==> config.mk <==
export PLATFORM = sky130hd
export DESIGN_NAME = instruction_fetch_unit
export DESIGN_NICKNAME = d
export VERILOG_FILES = /design/src/rtl/k_and_s_pkg.sv /design/src/rtl/instruction_fetch_unit.sv
export SDC_FILE = /design/constraint.sdc
export NUM_CORES = 1
export LEC_CHECK = 0
export CAP_MARGIN = 20
export CORE_MARGIN = 10
export CORE_UTILIZATION = 39
export CTS_CLUSTER_SIZE = 28
export DETAILED_ROUTE_END_ITERATION = 12
export PLACE_DENSITY = 0.76
export RECOVER_POWER = 25
export SLEW_MARGIN = 30
export SYNTH_ARGS = -nofsm -noshare
export SYNTH_HDL_FRONTEND = slang
export SYNTH_SLANG_ARGS = --single-unit
==> constraint.sdc <==
create_clock -name clk -period 1.4 [get_ports clk]
set_clock_uncertainty 0.05 [all_clocks]
set_input_delay 0.28 -clock clk [delete_from_list [all_inputs] [get_ports clk]]
set_output_delay 0.28 -clock clk [all_outputs]
set_load 0.005 [all_outputs]
==> src/rtl/k_and_s_pkg.sv <==
// Shared types for the K&S datapath: the decoded instruction enumeration
// produced by the fetch unit and consumed by the control FSM.
package k_and_s_pkg;

    typedef enum logic [3:0] {
        I_NOP    = 4'd0,
        I_BRANCH = 4'd1,
        I_BZERO  = 4'd2,
        I_BNZERO = 4'd3,
        I_BNEG   = 4'd4,
        I_BNNEG  = 4'd5,
        I_LOAD   = 4'd6,
        I_STORE  = 4'd7,
        I_MOVE   = 4'd8,
        I_ADD    = 4'd9,
        I_SUB    = 4'd10,
        I_AND    = 4'd11,
        I_OR     = 4'd12,
        I_HALT   = 4'd13
    } decoded_instruction_type;

endpackage

==> src/rtl/instruction_fetch_unit.sv <==
// Instruction fetch unit: PC, instruction register, flags register, IR decode
// and RAM address mux, all qualified by the control FSM enables.
// Optional feature: define ILLEGAL_OP_TRAP_EN to decode unlisted opcodes as
// I_HALT and expose a sticky illegal_op output (cleared only by rst).
module instruction_fetch_unit
    import k_and_s_pkg::*;
#(
    parameter int unsigned           ADDR_W   = 5,
    parameter int unsigned           DATA_W   = 16,
    parameter logic [ADDR_W-1:0]     RESET_PC = '0
) (
    input  logic                    clk,
    input  logic                    rst,
    input  logic                    pc_enable,
    input  logic                    branch,
    input  logic                    ir_enable,
    input  logic                    addr_sel,
    input  logic                    flags_reg_enable,
    input  logic [DATA_W-1:0]       ram_rdata,
    input  logic                    alu_zero,
    input  logic                    alu_neg,
    input  logic                    alu_uovf,
    input  logic                    alu_sovf,
    output logic [ADDR_W-1:0]       ram_addr,
    output logic [ADDR_W-1:0]       pc,
    output decoded_instruction_type decoded_instruction,
    output logic [1:0]              a_addr,
    output logic [1:0]              b_addr,
    output logic [1:0]              c_addr,
    output logic                    zero_op,
    output logic                    neg_op,
    output logic                    unsigned_overflow,
`ifdef ILLEGAL_OP_TRAP_EN
    output logic                    signed_overflow,
    output logic                    illegal_op
`else
    output logic                    signed_overflow
`endif
);

    logic [15:0]       ir;
    logic [7:0]        opcode;
    logic [ADDR_W-1:0] mem_field;
    logic              unused_ir_bit;

    assign opcode        = ir[15:8];
    assign mem_field     = ir[ADDR_W-1:0];
    assign unused_ir_bit = ir[7];

    // True when an opcode byte is one of the defined instructions.
    function automatic logic is_legal(input logic [7:0] op);
        case (op)
            8'h00, 8'h01, 8'h02, 8'h03, 8'h04, 8'h05,
            8'h81, 8'h82, 8'h91,
            8'hA1, 8'hA2, 8'hA3, 8'hA4, 8'hFF: is_legal = 1'b1;
            default:                           is_legal = 1'b0;
        endcase
    endfunction

    // PC and IR update together from their pre-edge values, so a branch
    // issued alongside an IR load targets the old IR's address field.
    always_ff @(posedge clk) begin
        if (rst) begin
            pc <= RESET_PC;
            ir <= '0;
        end else begin
            if (ir_enable) begin
                ir <= ram_rdata[15:0];
            end
            if (pc_enable) begin
                if (branch) begin
                    pc <= mem_field;
                end else begin
                    pc <= pc + ADDR_W'(1);
                end
            end
        end
    end

    // Flags register: all four ALU flags captured together or held.
    always_ff @(posedge clk) begin
        if (rst) begin
            zero_op           <= 1'b0;
            neg_op            <= 1'b0;
            unsigned_overflow <= 1'b0;
            signed_overflow   <= 1'b0;
        end else if (flags_reg_enable) begin
            zero_op           <= alu_zero;
            neg_op            <= alu_neg;
            unsigned_overflow <= alu_uovf;
            signed_overflow   <= alu_sovf;
        end
    end

`ifdef ILLEGAL_OP_TRAP_EN
    // Sticky trap: sets on the edge an unlisted opcode enters the IR.
    always_ff @(posedge clk) begin
        if (rst) begin
            illegal_op <= 1'b0;
        end else if (ir_enable && !is_legal(ram_rdata[15:8])) begin
            illegal_op <= 1'b1;
        end
    end
`endif

    // RAM address mux: PC for fetch, IR address field for data access.
    always_comb begin
        ram_addr = addr_sel ? pc : mem_field;
    end

    // Combinational decode of the IR into instruction and register indices.
    always_comb begin
        decoded_instruction = I_NOP;
        a_addr              = '0;
        b_addr              = '0;
        c_addr              = '0;
        case (opcode)
            8'h00: decoded_instruction = I_NOP;
            8'h01: decoded_instruction = I_BRANCH;
            8'h02: decoded_instruction = I_BZERO;
            8'h03: decoded_instruction = I_BNZERO;
            8'h04: decoded_instruction = I_BNEG;
            8'h05: decoded_instruction = I_BNNEG;
            8'h81, 8'h82: begin
                decoded_instruction = (opcode == 8'h81) ? I_LOAD : I_STORE;
                a_addr              = ir[6:5];
                c_addr              = ir[6:5];
            end
            8'h91, 8'hA1, 8'hA2, 8'hA3, 8'hA4: begin
                case (opcode)
                    8'h91:   decoded_instruction = I_MOVE;
                    8'hA1:   decoded_instruction = I_ADD;
                    8'hA2:   decoded_instruction = I_SUB;
                    8'hA3:   decoded_instruction = I_AND;
                    default: decoded_instruction = I_OR;
                endcase
                a_addr = ir[5:4];
                b_addr = ir[3:2];
                c_addr = ir[1:0];
            end
            8'hFF: decoded_instruction = I_HALT;
            default: begin
`ifdef ILLEGAL_OP_TRAP_EN
                decoded_instruction = I_HALT;
`else
                decoded_instruction = I_NOP;
`endif
            end
        endcase
    end

`ifndef ILLEGAL_OP_TRAP_EN
    logic unused_legal_fn;
    assign unused_legal_fn = is_legal(opcode);
`endif

endmodule

==> results of run 1 <==
[critical path: cells and delay by family (launching register included)]
kind	cells	cell delay, ps
flip-flops	1	370
buffers and inverters	3	420
AND/OR/NAND/NOR	2	390
AO/OA/AOI/OAI	2	340
[layout make-up]
cell class                      instances  share of cell area
Sequential cell                        24               0.221
Clock buffer                            4              0.0157
Timing Repair Buffer                   96               0.365
Tap cell                               46              0.0248
Multi-Input combinational cell        111               0.374
[worst paths after layout]
kind                            cells after the start  slack, ps                          from                           end
worst max-delay path                                7       -780           ir[11]$_SDFFE_PP0P_                     a_addr[0]
worst min-delay path                                2        460  signed_overflow$_SDFFE_PP0P_  signed_overflow$_SDFFE_PP0P_
worst max register to register                      6         60            pc[2]$_SDFFE_PP0P_            pc[3]$_SDFFE_PP0P_
worst min register to register                      2        460  signed_overflow$_SDFFE_PP0P_  signed_overflow$_SDFFE_PP0P_
[cell usage after synthesis]
cell type,instances
sky130_fd_sc_hd__and3_1,2
sky130_fd_sc_hd__nor3_1,1
sky130_fd_sc_hd__a21oi_1,2
sky130_fd_sc_hd__a31o_2,1
sky130_fd_sc_hd__a21boi_2,1
sky130_fd_sc_hd__nor3b_1,1
sky130_fd_sc_hd__a22oi_1,3
sky130_fd_sc_hd__mux2_2,5
sky130_fd_sc_hd__o31ai_1,1
sky130_fd_sc_hd__or3b_2,1
sky130_fd_sc_hd__clkbuf_1,5
sky130_fd_sc_hd__nor2_1,30
sky130_fd_sc_hd__nand3b_1,1
sky130_fd_sc_hd__buf_2,7
sky130_fd_sc_hd__o211ai_1,1
sky130_fd_sc_hd__nand2b_1,3
sky130_fd_sc_hd__nor4_1,2
sky130_fd_sc_hd__ha_1,1
sky130_fd_sc_hd__nand2_1,5
sky130_fd_sc_hd__a22o_2,2
sky130_fd_sc_hd__xnor2_1,1
sky130_fd_sc_hd__a22o_1,4
sky130_fd_sc_hd__nor2b_1,2
sky130_fd_sc_hd__nor3_4,1
sky130_fd_sc_hd__nand2b_2,1
sky130_fd_sc_hd__o22a_1,1
sky130_fd_sc_hd__nand4_1,3
sky130_fd_sc_hd__o22ai_1,1
sky130_fd_sc_hd__and3b_2,1
sky130_fd_sc_hd__and2_1,2
sky130_fd_sc_hd__mux2i_1,21
sky130_fd_sc_hd__or3_1,1
sky130_fd_sc_hd__o21ai_0,6
sky130_fd_sc_hd__a211oi_1,2
sky130_fd_sc_hd__nor4b_4,1
sky130_fd_sc_hd__dfxtp_1,24
[timing repair]
action,in CTS,in global routing
pin swaps,14,7
setup buffers,19,7
resized for setup,114,18
endpoints found under the setup margin,24,19
cloned,0,0
[per-stage QoR]
stage,instance area [um^2],utilization,power [W],setup slack (ps),cells
3_3_place_gp,2030,0.612,0.00118,-711,254
2_1_floorplan,1330,-,0.000954,-82.8,147
3_5_place_dp,2030,0.612,0.00119,-747,254
6_report,2320,0.700,0.00162,-777,281
4_1_cts,2240,0.678,0.00160,-798,276
5_1_grt,2320,0.700,0.00170,-871,281
[flip-flops by register name, indices dropped and copies added (netlist names)]
register           flops
signed_overflow        1
unsigned_overflow      1
neg_op                 1
pc                     5
zero_op                1
ir                    15
[power breakdown]
| group | total [W] | switching [W] | internal, W |
|---|---|---|---|
| Clock | 0.000374 | 0.000214 | 0.000159 |
| Sequential | 0.000764 | 0.0000407 | 0.000724 |
| Combinational | 0.000478 | 0.000184 | 0.000294 |
[cell families (layout without fill, tap and decap cells)]
logic type	count (synthesis)	in the layout	synth area share
AND/OR/NAND/NOR	58	58	0.237
multiplexers	26	26	0.202
AO/OA/AOI/OAI	25	25	0.139
flip-flops	24	24	0.365
buffers and inverters	12	100	0.0408
adder cells (fa/ha/maj)	1	1	0.00950
XOR/XNOR	1	1	0.00665
[metal layers]
metal,wire length (um),global-route usage,up-vias,share of wire
met3,270,0.0467,7,0.060
met5,0,0,-,0
li1,-,-,703,-
met1,1840,0.156,666,0.41
met4,80,0.0609,0,0.018
met2,2310,0.261,42,0.51
==> metrics.log, run 1 <==
INFO  metric max-slew-margin-rel = 0.641
INFO  metric worstPathCellList = nor3_4, buf_4, nand4_1, a21boi_4, buf_4, a22o_1, buf_2
INFO  metric final-hold-violation-count = 0
INFO  metric timing.final.crit_share = 1.55
INFO  metric critPathRequiredTime = 1070 ps
INFO  metric chip_height = 78.1 um
INFO  metric multi_input_logic_area = 866 um^2
INFO  metric fin_crit = 2180 ps
INFO  metric post_synthesis_sequential_area_ratio = 0.365
INFO  metric crit_slowest_cell = sky130_fd_sc_hd__dfxtp_2
INFO  metric critPathMaxFanout = 4
INFO  metric clock_net_sink_count = 24
INFO  metric regArea = 512 um^2
INFO  metric coreArea = 3310 um^2
INFO  metric cts_made_buffers = 3
INFO  metric cts_max_level = 1
INFO  metric synthCells = 147
INFO  metric nNetsFinal = 264
INFO  metric path_clk_slew = 130 ps
INFO  metric synth-seq-cells = 24
INFO  metric yosysWarningCount = 0
INFO  metric grt_pass1_wl = 7370 um
INFO  metric finalWirelength = 4510 um
INFO  metric finalSetupViolations = 13
INFO  metric max-cap-violations = 0
INFO  metric leakagePower = 1.08 nW
INFO  metric rows = 21
INFO  metric horizontal_extent_of_the_die = 78.1 um
INFO  metric violations = negative setup slack
INFO  metric crit_type = reg -> out
INFO  metric gr_overflow_total = 0
INFO  metric synth.net_count = 175
INFO  metric outcome = finished, violations left
INFO  metric maximum_root_to_sink_buffer_count = 2
INFO  metric fillCellCount = 268
INFO  metric setup_tns = -7060 ps
INFO  metric pwr_density_cell = 697 nW/um^2
INFO  metric layout-drive-gt1-share = 0.460
INFO  metric tightest_slew = 538 ps
INFO  metric critical-path-top-cell-by-count = sky130_fd_sc_hd__buf_4
INFO  metric critPathMaxStageDelay = 370 ps
INFO  metric grtUsageTotal = 0.147
INFO  metric yosysTopAreaCell = sky130_fd_sc_hd__dfxtp_1
INFO  metric hold_path_class = reg -> reg
INFO  metric dieArea = 6100 um^2
INFO  metric rsz0062_at_grt = yes
INFO  metric drtPass1Iterations = 4
INFO  metric tritoncts = built
INFO  metric postCtsHoldBufs = 0
INFO  metric drcViolationCount = 0
INFO  metric wl_per_cell = 16.0 um
INFO  metric grt_start_max_net_pins = 25
INFO  metric netlist-cell-type-count = 36
INFO  metric pins_over_their_slew_limit = 0
INFO  metric grt_antenna_before_repair = 0
INFO  metric netlist.area_leader.share = 0.365
INFO  metric gpl.final_weighted_congestion = 0.848
INFO  metric area_delta_synth_final = 75.9%
INFO  metric antenna_left = 0
INFO  metric max_freq = 459 MHz
INFO  metric initial_core_util = 0.398
INFO  metric synth.cell_area = 1320 um^2
INFO  metric synth.area.top_cells = sky130_fd_sc_hd__dfxtp_1 36%, sky130_fd_sc_hd__mux2i_1 16%, sky130_fd_sc_hd__nor2_1 8.5%
INFO  metric initial_detailed_routing_violation_count = 53
INFO  metric vias = 1,418
INFO  metric clk_root_buffer_cell = sky130_fd_sc_hd__clkbuf_4
INFO  metric clock_insertion_delay_worst_skew = 320 ps
INFO  metric power.ir.vdd_worst = 0.000476 V
INFO  metric timing.hold.ws = 460 ps
INFO  metric antennaDiodeCount = 0
INFO  metric most_common_cell_after_layout_fill_and_taps_aside = sky130_fd_sc_hd__buf_4
INFO  metric critPathLaunchType = flop
INFO  metric buffer_ports.inserted = 49
INFO  metric data_arrival_at_the_endpoint_of_the_critical_path = 1850 ps
INFO  metric io-pin-count = 51
INFO  metric post_synth.cell_area_avg = 8.96 um^2
INFO  metric first_global_vias = 1,524
INFO  metric final_cell_mix = 38 x sky130_fd_sc_hd__buf_4, 30 x sky130_fd_sc_hd__nor2_1, 23 x sky130_fd_sc_hd__clkdlybuf4s50_1
INFO  metric dp_hpwl = 3080 um
INFO  metric drt-vias-per-instance = 5.05
INFO  metric crit_path_end_kind = primary output
INFO  metric final.setup.worst_slack = -777 ps
No activity file was read; power rests on OpenSTA's default activity.
==> run 2, diff against run 1 <==
Settings changed: CORE_ASPECT_RATIO set to 1.75.
==> metrics.log, run 2 (synthesized netlist as in run 1, its figures left out) <==
INFO  metric grt_antenna_before_repair = 0 (unchanged)
INFO  metric buffer_ports.inserted = 49 (unchanged)
INFO  metric coreArea = 3210 um^2 (-3.1%)
INFO  metric timing.final.crit_share = 1.52 (-0.0329)
INFO  metric crit_slowest_cell = sky130_fd_sc_hd__dfxtp_4
INFO  metric fillCellCount = 229 (-15%)
INFO  metric power.ir.vdd_worst = 0.000845 V (+78%)
INFO  metric max-cap-violations = 0 (unchanged)
INFO  metric critical_path.top_delay_family = simple AND/OR/NAND/NOR gates
INFO  metric stdcell_count = 283 (+0.71%)
INFO  metric postCtsHoldBufs = 0 (unchanged)
INFO  metric final-hold-violation-count = 0 (unchanged)
INFO  metric rows = 27 (+29%)
INFO  metric io-pin-count = 51 (unchanged)
INFO  metric hold_path_class = reg -> reg
INFO  metric dp_hpwl = 3390 um (+9.8%)
INFO  metric clock_net_sink_count = 24 (unchanged)
INFO  metric initial_detailed_routing_violation_count = 51 (-3.8%)
INFO  metric path_clk_slew = 90 ps (-40 ps)
INFO  metric clock_insertion_delay_worst_skew = 270 ps (-50 ps)
INFO  metric finalWirelength = 5200 um (+15%)
INFO  metric clk_root_buffer_cell = sky130_fd_sc_hd__clkbuf_8
INFO  metric rsz0062_at_grt = yes
INFO  metric drcViolationCount = 0 (unchanged)
INFO  metric final_instance_area = 2370 um^2 (+2.2%)
INFO  metric cts_max_level = 1 (unchanged)
INFO  metric tightest_slew = 472 ps (-65.8 ps)
INFO  metric critPathMaxFanout = 3 (-1)
INFO  metric critPathMaxStageDelay = 370 ps (about the same)
INFO  metric area_delta_synth_final = 79.7%
INFO  metric drt-vias-per-instance = 5.32 (+5.4%)
INFO  metric wl_per_cell = 18.4 um (+15%)
INFO  metric largest_registers = ir (15), pc (5)
INFO  metric final_cell_mix = 43 x sky130_fd_sc_hd__buf_4, 27 x sky130_fd_sc_hd__nor2_1, 22 x sky130_fd_sc_hd__clkdlybuf4s50_1
INFO  metric pwr_density_cell = 789 nW/um^2 (+13%)
INFO  metric first_global_vias = 1,672 (+9.7%)
INFO  metric drtPass1Iterations = 5 (+1)
INFO  metric fin_crit = 2130 ps (-46.1 ps)
INFO  metric horizontal_extent_of_the_die = 63.9 um (-18%)
INFO  metric maximum_root_to_sink_buffer_count = 2 (unchanged)
INFO  metric crit_type = reg -> out
INFO  metric violations = negative setup slack
INFO  metric final.setup.worst_slack = -731 ps (+46.1 ps)
INFO  metric outcome = finished, violations left
INFO  metric reg_with_most_ffs = ir
INFO  metric tritoncts = built
INFO  metric data_arrival_at_the_endpoint_of_the_critical_path = 1800 ps (-50 ps)
INFO  metric dieArea = 6190 um^2 (+1.5%)
INFO  metric grtUsageTotal = 0.165 (+0.0186)
INFO  metric critPathRequiredTime = 1070 ps (about the same)
INFO  metric crit_path_end_kind = primary output
INFO  metric critPathLaunchType = flop
INFO  metric initial_core_util = 0.411 (+0.0126)
INFO  metric chip_height = 96.9 um (+24%)
INFO  metric max-slew-margin-rel = 0.685 (+0.0439)
INFO  metric worstPathCellList = nor3_4, nand2b_4, nor4b_4, buf_4, buf_6, a22o_1, buf_2
INFO  metric nNetsFinal = 269 (+1.9%)
INFO  metric gr_overflow_total = 0 (unchanged)
INFO  metric cts_made_buffers = 3 (unchanged)
INFO  metric gpl.final_weighted_congestion = 0.809 (-4.6%)
INFO  metric leakagePower = 1.13 nW (+4.5%)
INFO  metric vias = 1,505 (+6.1%)
INFO  metric post-place-cells = 255 (+0.39%)
INFO  metric path_buf_inv = 3 (unchanged)
INFO  metric grt_start_max_net_pins = 25 (unchanged)
INFO  metric pre_cts_ws = -688 ps (+58.7 ps)
INFO  metric rr_worst_depth = 6 (unchanged)
INFO  metric whs_path_depth = 2 (unchanged)
INFO  metric detailed_place.area = 2050 um^2 (+1.3%)
INFO  metric grt_pass1_wl = 8470 um (+15%)
INFO  metric wp_depth = 7 (unchanged)
INFO  metric antennaDiodeCount = 0 (unchanged)
INFO  metric layout-drive-gt1-share = 0.483 (+0.0238)
INFO  metric antenna_left = 0 (unchanged)
INFO  metric pins_over_their_slew_limit = 0 (unchanged)
INFO  metric largest_reg_flops = 15 (unchanged)
INFO  metric finalSetupViolations = 10 (-3)
INFO  metric max_freq = 469 MHz (+2.2%)
INFO  metric most_common_cell_after_layout_fill_and_taps_aside = sky130_fd_sc_hd__buf_4
run 2: path summary, 6_finish.rpt:
check / slack (ps) / end / startpoint
worst min-delay path: 450 / zero_op$_SDFFE_PP0P_ / zero_op$_SDFFE_PP0P_
worst max register to register: 60 / pc[4]$_SDFFE_PP0P_ / pc[1]$_SDFFE_PP0P_
worst max-delay path: -730 / c_addr[0] / ir[14]$_SDFFE_PP0P_
worst min register to register: 450 / zero_op$_SDFFE_PP0P_ / zero_op$_SDFFE_PP0P_
run 2: stage by stage:
| step | hold slack [ps] | util | total power [W] | TNS (ps) |
|---|---|---|---|---|
| 6_report | 451 | 0.738 | 0.00187 | -6500 |
| 5_1_grt | 499 | 0.738 | 0.00194 | -7330 |
| 4_1_cts | 459 | 0.727 | 0.00184 | -5450 |
| 3_5_place_dp | 441 | 0.640 | 0.00120 | -10190 |
| 3_3_place_gp | 434 | 0.640 | 0.00118 | -9490 |
| 2_1_floorplan | 302 | - | 0.000954 | -426 |
run 2: tightest hold or removal path: stages (launching register included):
cell,delay [ps]
sky130_fd_sc_hd__dfxtp_1,330
sky130_fd_sc_hd__mux2i_1,60
sky130_fd_sc_hd__nor2_1,80
run 2: final cells by class:
type / instances / area (um^2) / share of cell area
repair buffers: 101 / 860 / 0.363
multi-input cells: 111 / 870 / 0.367
well taps: 43 / 53.8 / 0.0227
flip-flops and latches: 24 / 513 / 0.217
clock buffers: 3 / 41.3 / 0.0174
clock inverters: 1 / 30.0 / 0.0127
run 2: repair_timing:
item,in CTS,in global routing
setup buffers,22,3
pin swaps,12,7
endpoints found under the setup margin,24,13
gates resized for setup,114,11
run 2: per-layer routing:
layer	up-vias	part of all wire	wire length, um	GRT usage
met1	716	0.36	1890	0.167
met3	18	0.058	302	0.0415
met4	0	0.040	209	0.0756
met2	65	0.54	2800	0.300
li1	706	-	-	-
met5	-	0	0	0
run 2: report_power, final:
| part | total, W | leakage, nW | switching (W) | internal, W |
|---|---|---|---|---|
| Clock | 0.000609 | 0.0357 | 0.000226 | 0.000382 |
| Sequential | 0.000772 | 0.206 | 0.0000485 | 0.000724 |
| Combinational | 0.000486 | 0.886 | 0.000198 | 0.000288 |
| Total | 0.00187 | 1.13 | 0.000473 | 0.00139 |
